### src/rtl/dmem_access_unit_if.sv
// Request, data-memory and response channels of the memory-stage access unit.
// slave is the unit's own view; master is the view of EX, the memory and the load decoder.
interface dmem_access_unit_if;
    logic        req_valid;
    logic        req_ready;
    logic [31:0] req_addr;
    logic [31:0] req_wdata;
    logic        req_is_store;
    logic [1:0]  req_size;
    logic        req_unsigned;

    logic        mem_en;
    logic [3:0]  mem_we;
    logic [31:0] mem_addr;
    logic [31:0] mem_wdata;
    logic [31:0] mem_rdata;
    logic        mem_rvalid;

    logic        rsp_valid;
    logic        rsp_ready;
    logic [31:0] rsp_raw_data;
    logic [31:0] rsp_addr;
    logic        rsp_lb;
    logic        rsp_lbu;
    logic        rsp_lh;
    logic        rsp_lhu;
    logic        rsp_lw;
    logic        rsp_misaligned;
    logic        rsp_timeout;

    modport slave (
        input  req_valid, req_addr, req_wdata, req_is_store, req_size, req_unsigned,
        input  mem_rdata, mem_rvalid, rsp_ready,
        output req_ready, mem_en, mem_we, mem_addr, mem_wdata,
        output rsp_valid, rsp_raw_data, rsp_addr,
        output rsp_lb, rsp_lbu, rsp_lh, rsp_lhu, rsp_lw, rsp_misaligned, rsp_timeout
    );

    modport master (
        output req_valid, req_addr, req_wdata, req_is_store, req_size, req_unsigned,
        output mem_rdata, mem_rvalid, rsp_ready,
        input  req_ready, mem_en, mem_we, mem_addr, mem_wdata,
        input  rsp_valid, rsp_raw_data, rsp_addr,
        input  rsp_lb, rsp_lbu, rsp_lh, rsp_lhu, rsp_lw, rsp_misaligned, rsp_timeout
    );
endinterface

### src/rtl/dmem_access_unit.sv
// Memory-stage sequencer: one word-aligned data-memory access per load/store,
// returning a lane-shifted word and load-type strobes, with misalignment and timeout detection.
module dmem_access_unit #(
    parameter int unsigned TIMEOUT_CYCLES = 255
) (
    input  logic              clk,
    input  logic              rst,
    dmem_access_unit_if.slave bus
);

    localparam logic [1:0]  SIZE_BYTE  = 2'b00;
    localparam logic [1:0]  SIZE_HALF  = 2'b01;
    localparam logic [1:0]  SIZE_WORD  = 2'b10;
    localparam logic [15:0] LAST_COUNT = 16'(TIMEOUT_CYCLES - 1);

    typedef enum logic [1:0] {IDLE, ISSUE, WAIT, RESP} state_t;

    typedef struct packed {
        logic [31:0] addr;
        logic        is_store;
        logic [1:0]  size;
        logic        is_unsigned;
    } req_t;

    state_t      state;
    req_t        req;
    logic [15:0] wait_count;

    function automatic logic misaligned(input logic [1:0] size, input logic [1:0] lsb);
        case (size)
            SIZE_BYTE: misaligned = 1'b0;
            SIZE_HALF: misaligned = lsb[0];
            SIZE_WORD: misaligned = (lsb != 2'b00);
            default:   misaligned = 1'b1;
        endcase
    endfunction

    function automatic logic [3:0] byte_enables(input logic [1:0] size, input logic [1:0] lsb);
        case (size)
            SIZE_BYTE: byte_enables = 4'b0001 << lsb;
            SIZE_HALF: byte_enables = 4'b0011 << lsb;
            default:   byte_enables = 4'b1111;
        endcase
    endfunction

    // Replicating the store data into every lane lets the byte enables alone pick the target bytes.
    function automatic logic [31:0] lane_data(input logic [1:0] size, input logic [31:0] wdata);
        case (size)
            SIZE_BYTE: lane_data = {4{wdata[7:0]}};
            SIZE_HALF: lane_data = {2{wdata[15:0]}};
            default:   lane_data = wdata;
        endcase
    endfunction

    // Strobe order is {lb, lbu, lh, lhu, lw}; word loads ignore the unsigned flag.
    function automatic logic [4:0] load_strobes(input logic [1:0] size, input logic is_unsigned);
        case (size)
            SIZE_BYTE: load_strobes = is_unsigned ? 5'b01000 : 5'b10000;
            SIZE_HALF: load_strobes = is_unsigned ? 5'b00010 : 5'b00100;
            default:   load_strobes = 5'b00001;
        endcase
    endfunction

    // NOTE: every register here is updated with <= so all reads in a cycle see pre-edge values.
    always_ff @(posedge clk) begin
        if (rst) begin
            state              <= IDLE;
            req                <= '0;
            wait_count         <= '0;
            bus.req_ready      <= 1'b1;
            bus.mem_en         <= 1'b0;
            bus.mem_we         <= '0;
            bus.mem_addr       <= '0;
            bus.mem_wdata      <= '0;
            bus.rsp_valid      <= 1'b0;
            bus.rsp_raw_data   <= '0;
            bus.rsp_addr       <= '0;
            {bus.rsp_lb, bus.rsp_lbu, bus.rsp_lh, bus.rsp_lhu, bus.rsp_lw} <= '0;
            bus.rsp_misaligned <= 1'b0;
            bus.rsp_timeout    <= 1'b0;
        end else begin
            unique case (state)
                IDLE: begin
                    if (bus.req_valid && bus.req_ready) begin
                        req <= '{addr:        bus.req_addr,
                                 is_store:    bus.req_is_store,
                                 size:        bus.req_size,
                                 is_unsigned: bus.req_unsigned};
                        bus.req_ready <= 1'b0;
                        if (misaligned(bus.req_size, bus.req_addr[1:0])) begin
                            state              <= RESP;
                            bus.rsp_valid      <= 1'b1;
                            bus.rsp_addr       <= bus.req_addr;
                            bus.rsp_raw_data   <= '0;
                            {bus.rsp_lb, bus.rsp_lbu, bus.rsp_lh, bus.rsp_lhu, bus.rsp_lw} <= '0;
                            bus.rsp_misaligned <= 1'b1;
                            bus.rsp_timeout    <= 1'b0;
                        end else begin
                            state         <= ISSUE;
                            bus.mem_en    <= 1'b1;
                            bus.mem_addr  <= {bus.req_addr[31:2], 2'b00};
                            bus.mem_we    <= bus.req_is_store
                                             ? byte_enables(bus.req_size, bus.req_addr[1:0])
                                             : 4'b0000;
                            bus.mem_wdata <= lane_data(bus.req_size, bus.req_wdata);
                        end
                    end
                end

                ISSUE: begin
                    bus.mem_en <= 1'b0;
                    wait_count <= '0;
                    state      <= WAIT;
                end

                WAIT: begin
                    // An acknowledge on the expiry cycle still completes the access normally.
                    if (bus.mem_rvalid) begin
                        state              <= RESP;
                        bus.rsp_valid      <= 1'b1;
                        bus.rsp_addr       <= req.addr;
                        bus.rsp_misaligned <= 1'b0;
                        bus.rsp_timeout    <= 1'b0;
                        if (req.is_store) begin
                            bus.rsp_raw_data <= '0;
                            {bus.rsp_lb, bus.rsp_lbu, bus.rsp_lh, bus.rsp_lhu, bus.rsp_lw} <= '0;
                        end else begin
                            bus.rsp_raw_data <= bus.mem_rdata >> {req.addr[1:0], 3'b000};
                            {bus.rsp_lb, bus.rsp_lbu, bus.rsp_lh, bus.rsp_lhu, bus.rsp_lw} <=
                                load_strobes(req.size, req.is_unsigned);
                        end
                    end else if (wait_count == LAST_COUNT) begin
                        state              <= RESP;
                        bus.rsp_valid      <= 1'b1;
                        bus.rsp_addr       <= req.addr;
                        bus.rsp_raw_data   <= '0;
                        {bus.rsp_lb, bus.rsp_lbu, bus.rsp_lh, bus.rsp_lhu, bus.rsp_lw} <= '0;
                        bus.rsp_misaligned <= 1'b0;
                        bus.rsp_timeout    <= 1'b1;
                    end else begin
                        wait_count <= wait_count + 16'd1;
                    end
                end

                RESP: begin
                    if (bus.rsp_ready) begin
                        state         <= IDLE;
                        bus.rsp_valid <= 1'b0;
                        bus.req_ready <= 1'b1;
                    end
                end
            endcase
        end
    end

endmodule

### src/flat_wrapper.sv
// flat-port wrapper written by rule: the top's interface ports become plain ports
module dmem_access_unit_flat 
#(
    parameter int unsigned TIMEOUT_CYCLES = 255
)
  (clk, rst, bus_req_valid, bus_req_addr, bus_req_wdata, bus_req_is_store, bus_req_size, bus_req_unsigned, bus_mem_rdata, bus_mem_rvalid, bus_rsp_ready, bus_req_ready, bus_mem_en, bus_mem_we, bus_mem_addr, bus_mem_wdata, bus_rsp_valid, bus_rsp_raw_data, bus_rsp_addr, bus_rsp_lb, bus_rsp_lbu, bus_rsp_lh, bus_rsp_lhu, bus_rsp_lw, bus_rsp_misaligned, bus_rsp_timeout);
  dmem_access_unit_if bus_i ();
  input  logic clk;
  input  logic rst;
  input wire logic [$bits(bus_i.req_valid)-1:0] bus_req_valid;
  input wire logic [$bits(bus_i.req_addr)-1:0] bus_req_addr;
  input wire logic [$bits(bus_i.req_wdata)-1:0] bus_req_wdata;
  input wire logic [$bits(bus_i.req_is_store)-1:0] bus_req_is_store;
  input wire logic [$bits(bus_i.req_size)-1:0] bus_req_size;
  input wire logic [$bits(bus_i.req_unsigned)-1:0] bus_req_unsigned;
  input wire logic [$bits(bus_i.mem_rdata)-1:0] bus_mem_rdata;
  input wire logic [$bits(bus_i.mem_rvalid)-1:0] bus_mem_rvalid;
  input wire logic [$bits(bus_i.rsp_ready)-1:0] bus_rsp_ready;
  output wire logic [$bits(bus_i.req_ready)-1:0] bus_req_ready;
  output wire logic [$bits(bus_i.mem_en)-1:0] bus_mem_en;
  output wire logic [$bits(bus_i.mem_we)-1:0] bus_mem_we;
  output wire logic [$bits(bus_i.mem_addr)-1:0] bus_mem_addr;
  output wire logic [$bits(bus_i.mem_wdata)-1:0] bus_mem_wdata;
  output wire logic [$bits(bus_i.rsp_valid)-1:0] bus_rsp_valid;
  output wire logic [$bits(bus_i.rsp_raw_data)-1:0] bus_rsp_raw_data;
  output wire logic [$bits(bus_i.rsp_addr)-1:0] bus_rsp_addr;
  output wire logic [$bits(bus_i.rsp_lb)-1:0] bus_rsp_lb;
  output wire logic [$bits(bus_i.rsp_lbu)-1:0] bus_rsp_lbu;
  output wire logic [$bits(bus_i.rsp_lh)-1:0] bus_rsp_lh;
  output wire logic [$bits(bus_i.rsp_lhu)-1:0] bus_rsp_lhu;
  output wire logic [$bits(bus_i.rsp_lw)-1:0] bus_rsp_lw;
  output wire logic [$bits(bus_i.rsp_misaligned)-1:0] bus_rsp_misaligned;
  output wire logic [$bits(bus_i.rsp_timeout)-1:0] bus_rsp_timeout;
  assign bus_i.req_valid = bus_req_valid;
  assign bus_i.req_addr = bus_req_addr;
  assign bus_i.req_wdata = bus_req_wdata;
  assign bus_i.req_is_store = bus_req_is_store;
  assign bus_i.req_size = bus_req_size;
  assign bus_i.req_unsigned = bus_req_unsigned;
  assign bus_i.mem_rdata = bus_mem_rdata;
  assign bus_i.mem_rvalid = bus_mem_rvalid;
  assign bus_i.rsp_ready = bus_rsp_ready;
  assign bus_req_ready = bus_i.req_ready;
  assign bus_mem_en = bus_i.mem_en;
  assign bus_mem_we = bus_i.mem_we;
  assign bus_mem_addr = bus_i.mem_addr;
  assign bus_mem_wdata = bus_i.mem_wdata;
  assign bus_rsp_valid = bus_i.rsp_valid;
  assign bus_rsp_raw_data = bus_i.rsp_raw_data;
  assign bus_rsp_addr = bus_i.rsp_addr;
  assign bus_rsp_lb = bus_i.rsp_lb;
  assign bus_rsp_lbu = bus_i.rsp_lbu;
  assign bus_rsp_lh = bus_i.rsp_lh;
  assign bus_rsp_lhu = bus_i.rsp_lhu;
  assign bus_rsp_lw = bus_i.rsp_lw;
  assign bus_rsp_misaligned = bus_i.rsp_misaligned;
  assign bus_rsp_timeout = bus_i.rsp_timeout;
  dmem_access_unit #(.TIMEOUT_CYCLES(TIMEOUT_CYCLES)) u_core (.clk(clk), .rst(rst), .bus(bus_i));
endmodule
### config.mk
export PLATFORM = sky130hd
export DESIGN_NAME = dmem_access_unit_flat
export DESIGN_NICKNAME = d
export VERILOG_FILES = /design/src/rtl/dmem_access_unit_if.sv /design/src/rtl/dmem_access_unit.sv /design/src/flat_wrapper.sv
export SDC_FILE = /design/constraint.sdc
export NUM_CORES = 1
export LEC_CHECK = 0
export ABC_CLOCK_PERIOD_IN_PS = 2050
export CAP_MARGIN = 10
export CORE_ASPECT_RATIO = 1.75
export CORE_MARGIN = 4
export CORE_UTILIZATION = 48
export CTS_CLUSTER_DIAMETER = 30
export DETAILED_ROUTE_END_ITERATION = 7
export PLACE_DENSITY = 0.8
export SYNTH_ARGS = -nofsm -noshare
export SYNTH_HDL_FRONTEND = slang
export SYNTH_SLANG_ARGS = --single-unit
### constraint.sdc
create_clock -name clk -period 2.05 [get_ports clk]
set_input_delay 0.3075 -clock clk [delete_from_list [all_inputs] [get_ports clk]]
set_output_delay 0.3075 -clock clk [all_outputs]
set_load 0.03 [all_outputs]
==> impl_metrics.env <==
export IMPL_outcome="completed"
export IMPL_netlist_area_um2=8870
export IMPL_worst_pin_slew_ns=0.673
export IMPL_grt_max_degree=66
export IMPL_path_class="reg -> reg"
export IMPL_end_kind="flop"
export IMPL_multi_input_area_um2=4500
export IMPL_crit_arrival_ns=2.33
export IMPL_ios=247
export IMPL_drt_iter0_markers=458
export IMPL_netlist_area_leader_share_pct=43.8
export IMPL_vias_per_cell=5.47
export IMPL_cts_max_path_buffers=2
export IMPL_syn_to_final_growth_pct=42.3
export IMPL_antenna_cells=0
export IMPL_place_area_um2=11900
export IMPL_syn_inst=1053
export IMPL_cp_start_kind="flop"
export IMPL_num_rows=65
export IMPL_place_hpwl_um=19700
export IMPL_clk_latency_ns=0.44
export IMPL_hold_buffers=0
export IMPL_fp_dieH_um=188
export IMPL_ys_warn_count=0
export IMPL_fin_nets=1409
export IMPL_critPathBufInv=4
export IMPL_fin_crit_sh_pct=97.2
export IMPL_cts_tree="done"
export IMPL_cp_cell_sequence="inv_1, ha_1, and4b_1, and4_4, o211ai_4, buf_12, buf_4, clkbuf_16, a221oi_1"
export IMPL_cts_sinks=194
export IMPL_leakage_nw=4.61
export IMPL_post_route_drc_count=0
export IMPL_finalMaxSlewViolations=0
export IMPL_synthFlopType="dfxtp_1"
export IMPL_worstPathRequired_ns=2.38
export IMPL_max_freq_mhz=502
export IMPL_ys_types=50
export IMPL_placed_cells_incl_taps=1507
export IMPL_path_clk_slew_ns=0.07
export IMPL_drt_antenna_violating_nets=0
export IMPL_htreeDepth=4
export IMPL_antenna_found_initial=0
export IMPL_syn_area_per_cell_um2=8.42
export IMPL_ff_latch_area_um2=3890
export IMPL_cp_slowest_cell="dfxtp_2"
export IMPL_cts_root_buf="clkbuf_16"
export IMPL_drv_cap=0
export IMPL_finalSetupTns_ns=0
export IMPL_grt_setup_unrepaired="yes"
export IMPL_finalSetupViolCount=0
export IMPL_fill_cells=1435
export IMPL_seq_area_frac_synth_pct=43.8
export IMPL_first_pass_iters=4
export IMPL_final_cells=1545
export IMPL_gp_congestion=0.846
export IMPL_numCtsBuffers=17
export IMPL_r2r_setup_slack_ns=0.06
export IMPL_max_slew_margin_rel_pct=55.1
export IMPL_initial_utilization_pct=48.9
export IMPL_num_vias=8451
export IMPL_drive_gt1_share_pct=10.8
export IMPL_ir_drop_mv=0.600
export IMPL_fin_util_pct=69.6
export IMPL_clock_skew_ns=0.0143
export IMPL_min_period_ns=1.99
export IMPL_fin_area_um2=12600
export IMPL_hold_slack_ns=0.297
export IMPL_die_x_um=111
export IMPL_grt_pass1_vias=8390
export IMPL_wl_per_cell_um=17.8
export IMPL_core_um2=18100
export IMPL_overflow=0
export IMPL_hold_path_class="in -> reg"
export IMPL_crit_fanout=9
export IMPL_power_density_nw_per_um2=1130
export IMPL_ys_async_sr_fraction_pct=0
export IMPL_yosys_register_bits=194
export IMPL_grt_use_total_pct=25.5
export IMPL_ys_top_cells_by_area="dfxtp_1, nand2_1, mux2i_1"
export IMPL_critPathTopFamily="buffers and inverters"
export IMPL_dieArea_um2=20800
export IMPL_portBuffers=244
export IMPL_routed_wirelength_um=27400
export IMPL_yosys_area_top_type="dfxtp_1"
export IMPL_grt_first_pass_wirelength_um=43400
export IMPL_finalHoldViolations=0
export IMPL_max_stage_delay_ns=0.35
export IMPL_synth_edff_count=0
worst paths after layout:
check | from | endpoint | depth (start not counted)
worst max-delay path | u_core.wait_count[0]$_SDFFE_PP0P_ | u_core.bus.rsp_addr[6]$_SDFFE_PP0P_ | 9
worst min-delay path | rst | u_core.wait_count[1]$_SDFFE_PP0P_ | 2
worst max register to register | u_core.wait_count[0]$_SDFFE_PP0P_ | u_core.bus.rsp_addr[6]$_SDFFE_PP0P_ | 9
worst min register to register | u_core.req[34]$_SDFFE_PP0P_ | u_core.req[34]$_SDFFE_PP0P_ | 2
flip-flops by register name (all words and copies together) (netlist names):
name	flops
u_core.bus.mem_addr	30
u_core.bus.mem_en	1
u_core.bus.mem_wdata	32
u_core.bus.mem_we	4
u_core.bus.req_ready	1
u_core.bus.rsp_addr	32
u_core.bus.rsp_lb	1
u_core.bus.rsp_lbu	1
u_core.bus.rsp_lh	1
u_core.bus.rsp_lhu	1
u_core.bus.rsp_lw	1
u_core.bus.rsp_misaligned	1
u_core.bus.rsp_raw_data	32
u_core.bus.rsp_timeout	1
u_core.bus.rsp_valid	1
u_core.req	36
u_core.state	2
u_core.wait_count	16
report_power, final:
| group | switching, W | total (W) | leakage, nW | internal [W] |
|---|---|---|---|---|
| registers | 0.000307 | 0.00464 | 1.58 | 0.00433 |
| logic | 0.00336 | 0.00620 | 2.73 | 0.00284 |
| clock network | 0.00168 | 0.00346 | 0.298 | 0.00177 |
| total | 0.00535 | 0.0143 | 4.61 | 0.00894 |
cells in the final DEF, fill, tap and decap left out, types with 7 or more instances in the layout:
| master | synthesis | routed |
|---|---|---|
| clkdlybuf4s50_1 | 0 | 243 |
| nand2_1 | 220 | 220 |
| dfxtp_1 | 194 | 192 |
| a21oi_1 | 106 | 105 |
| nand2b_1 | 73 | 73 |
| mux2i_1 | 63 | 63 |
| buf_4 | 4 | 51 |
| inv_1 | 39 | 39 |
| o31ai_1 | 38 | 38 |
| nor2_1 | 38 | 37 |
| o21ai_0 | 32 | 32 |
| a221oi_1 | 31 | 29 |
| clkbuf_16 | 0 | 20 |
| mux2_2 | 17 | 17 |
| buf_12 | 0 | 14 |
| o211ai_1 | 12 | 12 |
| and2_1 | 11 | 11 |
| a211oi_1 | 10 | 10 |
| a311oi_1 | 8 | 8 |
| or4_1 | 7 | 7 |
repair_timing:
action | 4_1_cts | 5_1_grt
endpoints found under the setup margin | 0 | 41
gates resized for setup | 0 | 9
buffers inserted | 0 | 3
cell usage after synthesis (10+ instances only):
library cell	instances
nand2_1	220
dfxtp_1	194
a21oi_1	106
nand2b_1	73
mux2i_1	63
clkbuf_1	45
inv_1	39
nor2_1	38
o31ai_1	38
o21ai_0	32
a221oi_1	31
buf_2	19
mux2_2	17
o211ai_1	12
and2_1	11
a211oi_1	10
buf_1	10
per-layer routing:
metal	track usage (%)	share of wire [%]	vias to the layer above	routed length (µm)
met3	6.85	6.1	73	1660
met1	26.9	37	3962	10200
met4	13.7	5.2	0	1430
li1	-	-	4120	-
met2	46.0	52	296	14200
met5	0	0	-	0
per-stage QoR:
stage	worst slack, ns	power (W)
after floorplan	0.118	0.00821
after global placement	-0.167	0.0104
after detailed placement	-0.205	0.0105
after CTS	0.0182	0.0140
after global routing	-0.0214	0.0150
final	0.0570	0.0143
cell families after synthesis:
kind of cell | count (synthesis) | share of synthesized area [%]
compound gates | 251 | 18.7
xor+xnor | 2 | 0.198
fa+ha+maj | 6 | 0.846
buf+inv | 127 | 6.50
flops | 194 | 43.8
mux | 80 | 9.27
other cells | 1 | 0.0423
simple gates | 392 | 20.7
cell type report:
class	count	area share, %
Clock inverter	15	1.52
Tap cell	234	2.32
Clock buffer	17	3.37
Inverter	40	1.19
Timing Repair Buffer	312	25.2
Multi-Input combinational cell	733	35.6
Sequential cell	194	30.8
Power figures use the tool's default switching activity.
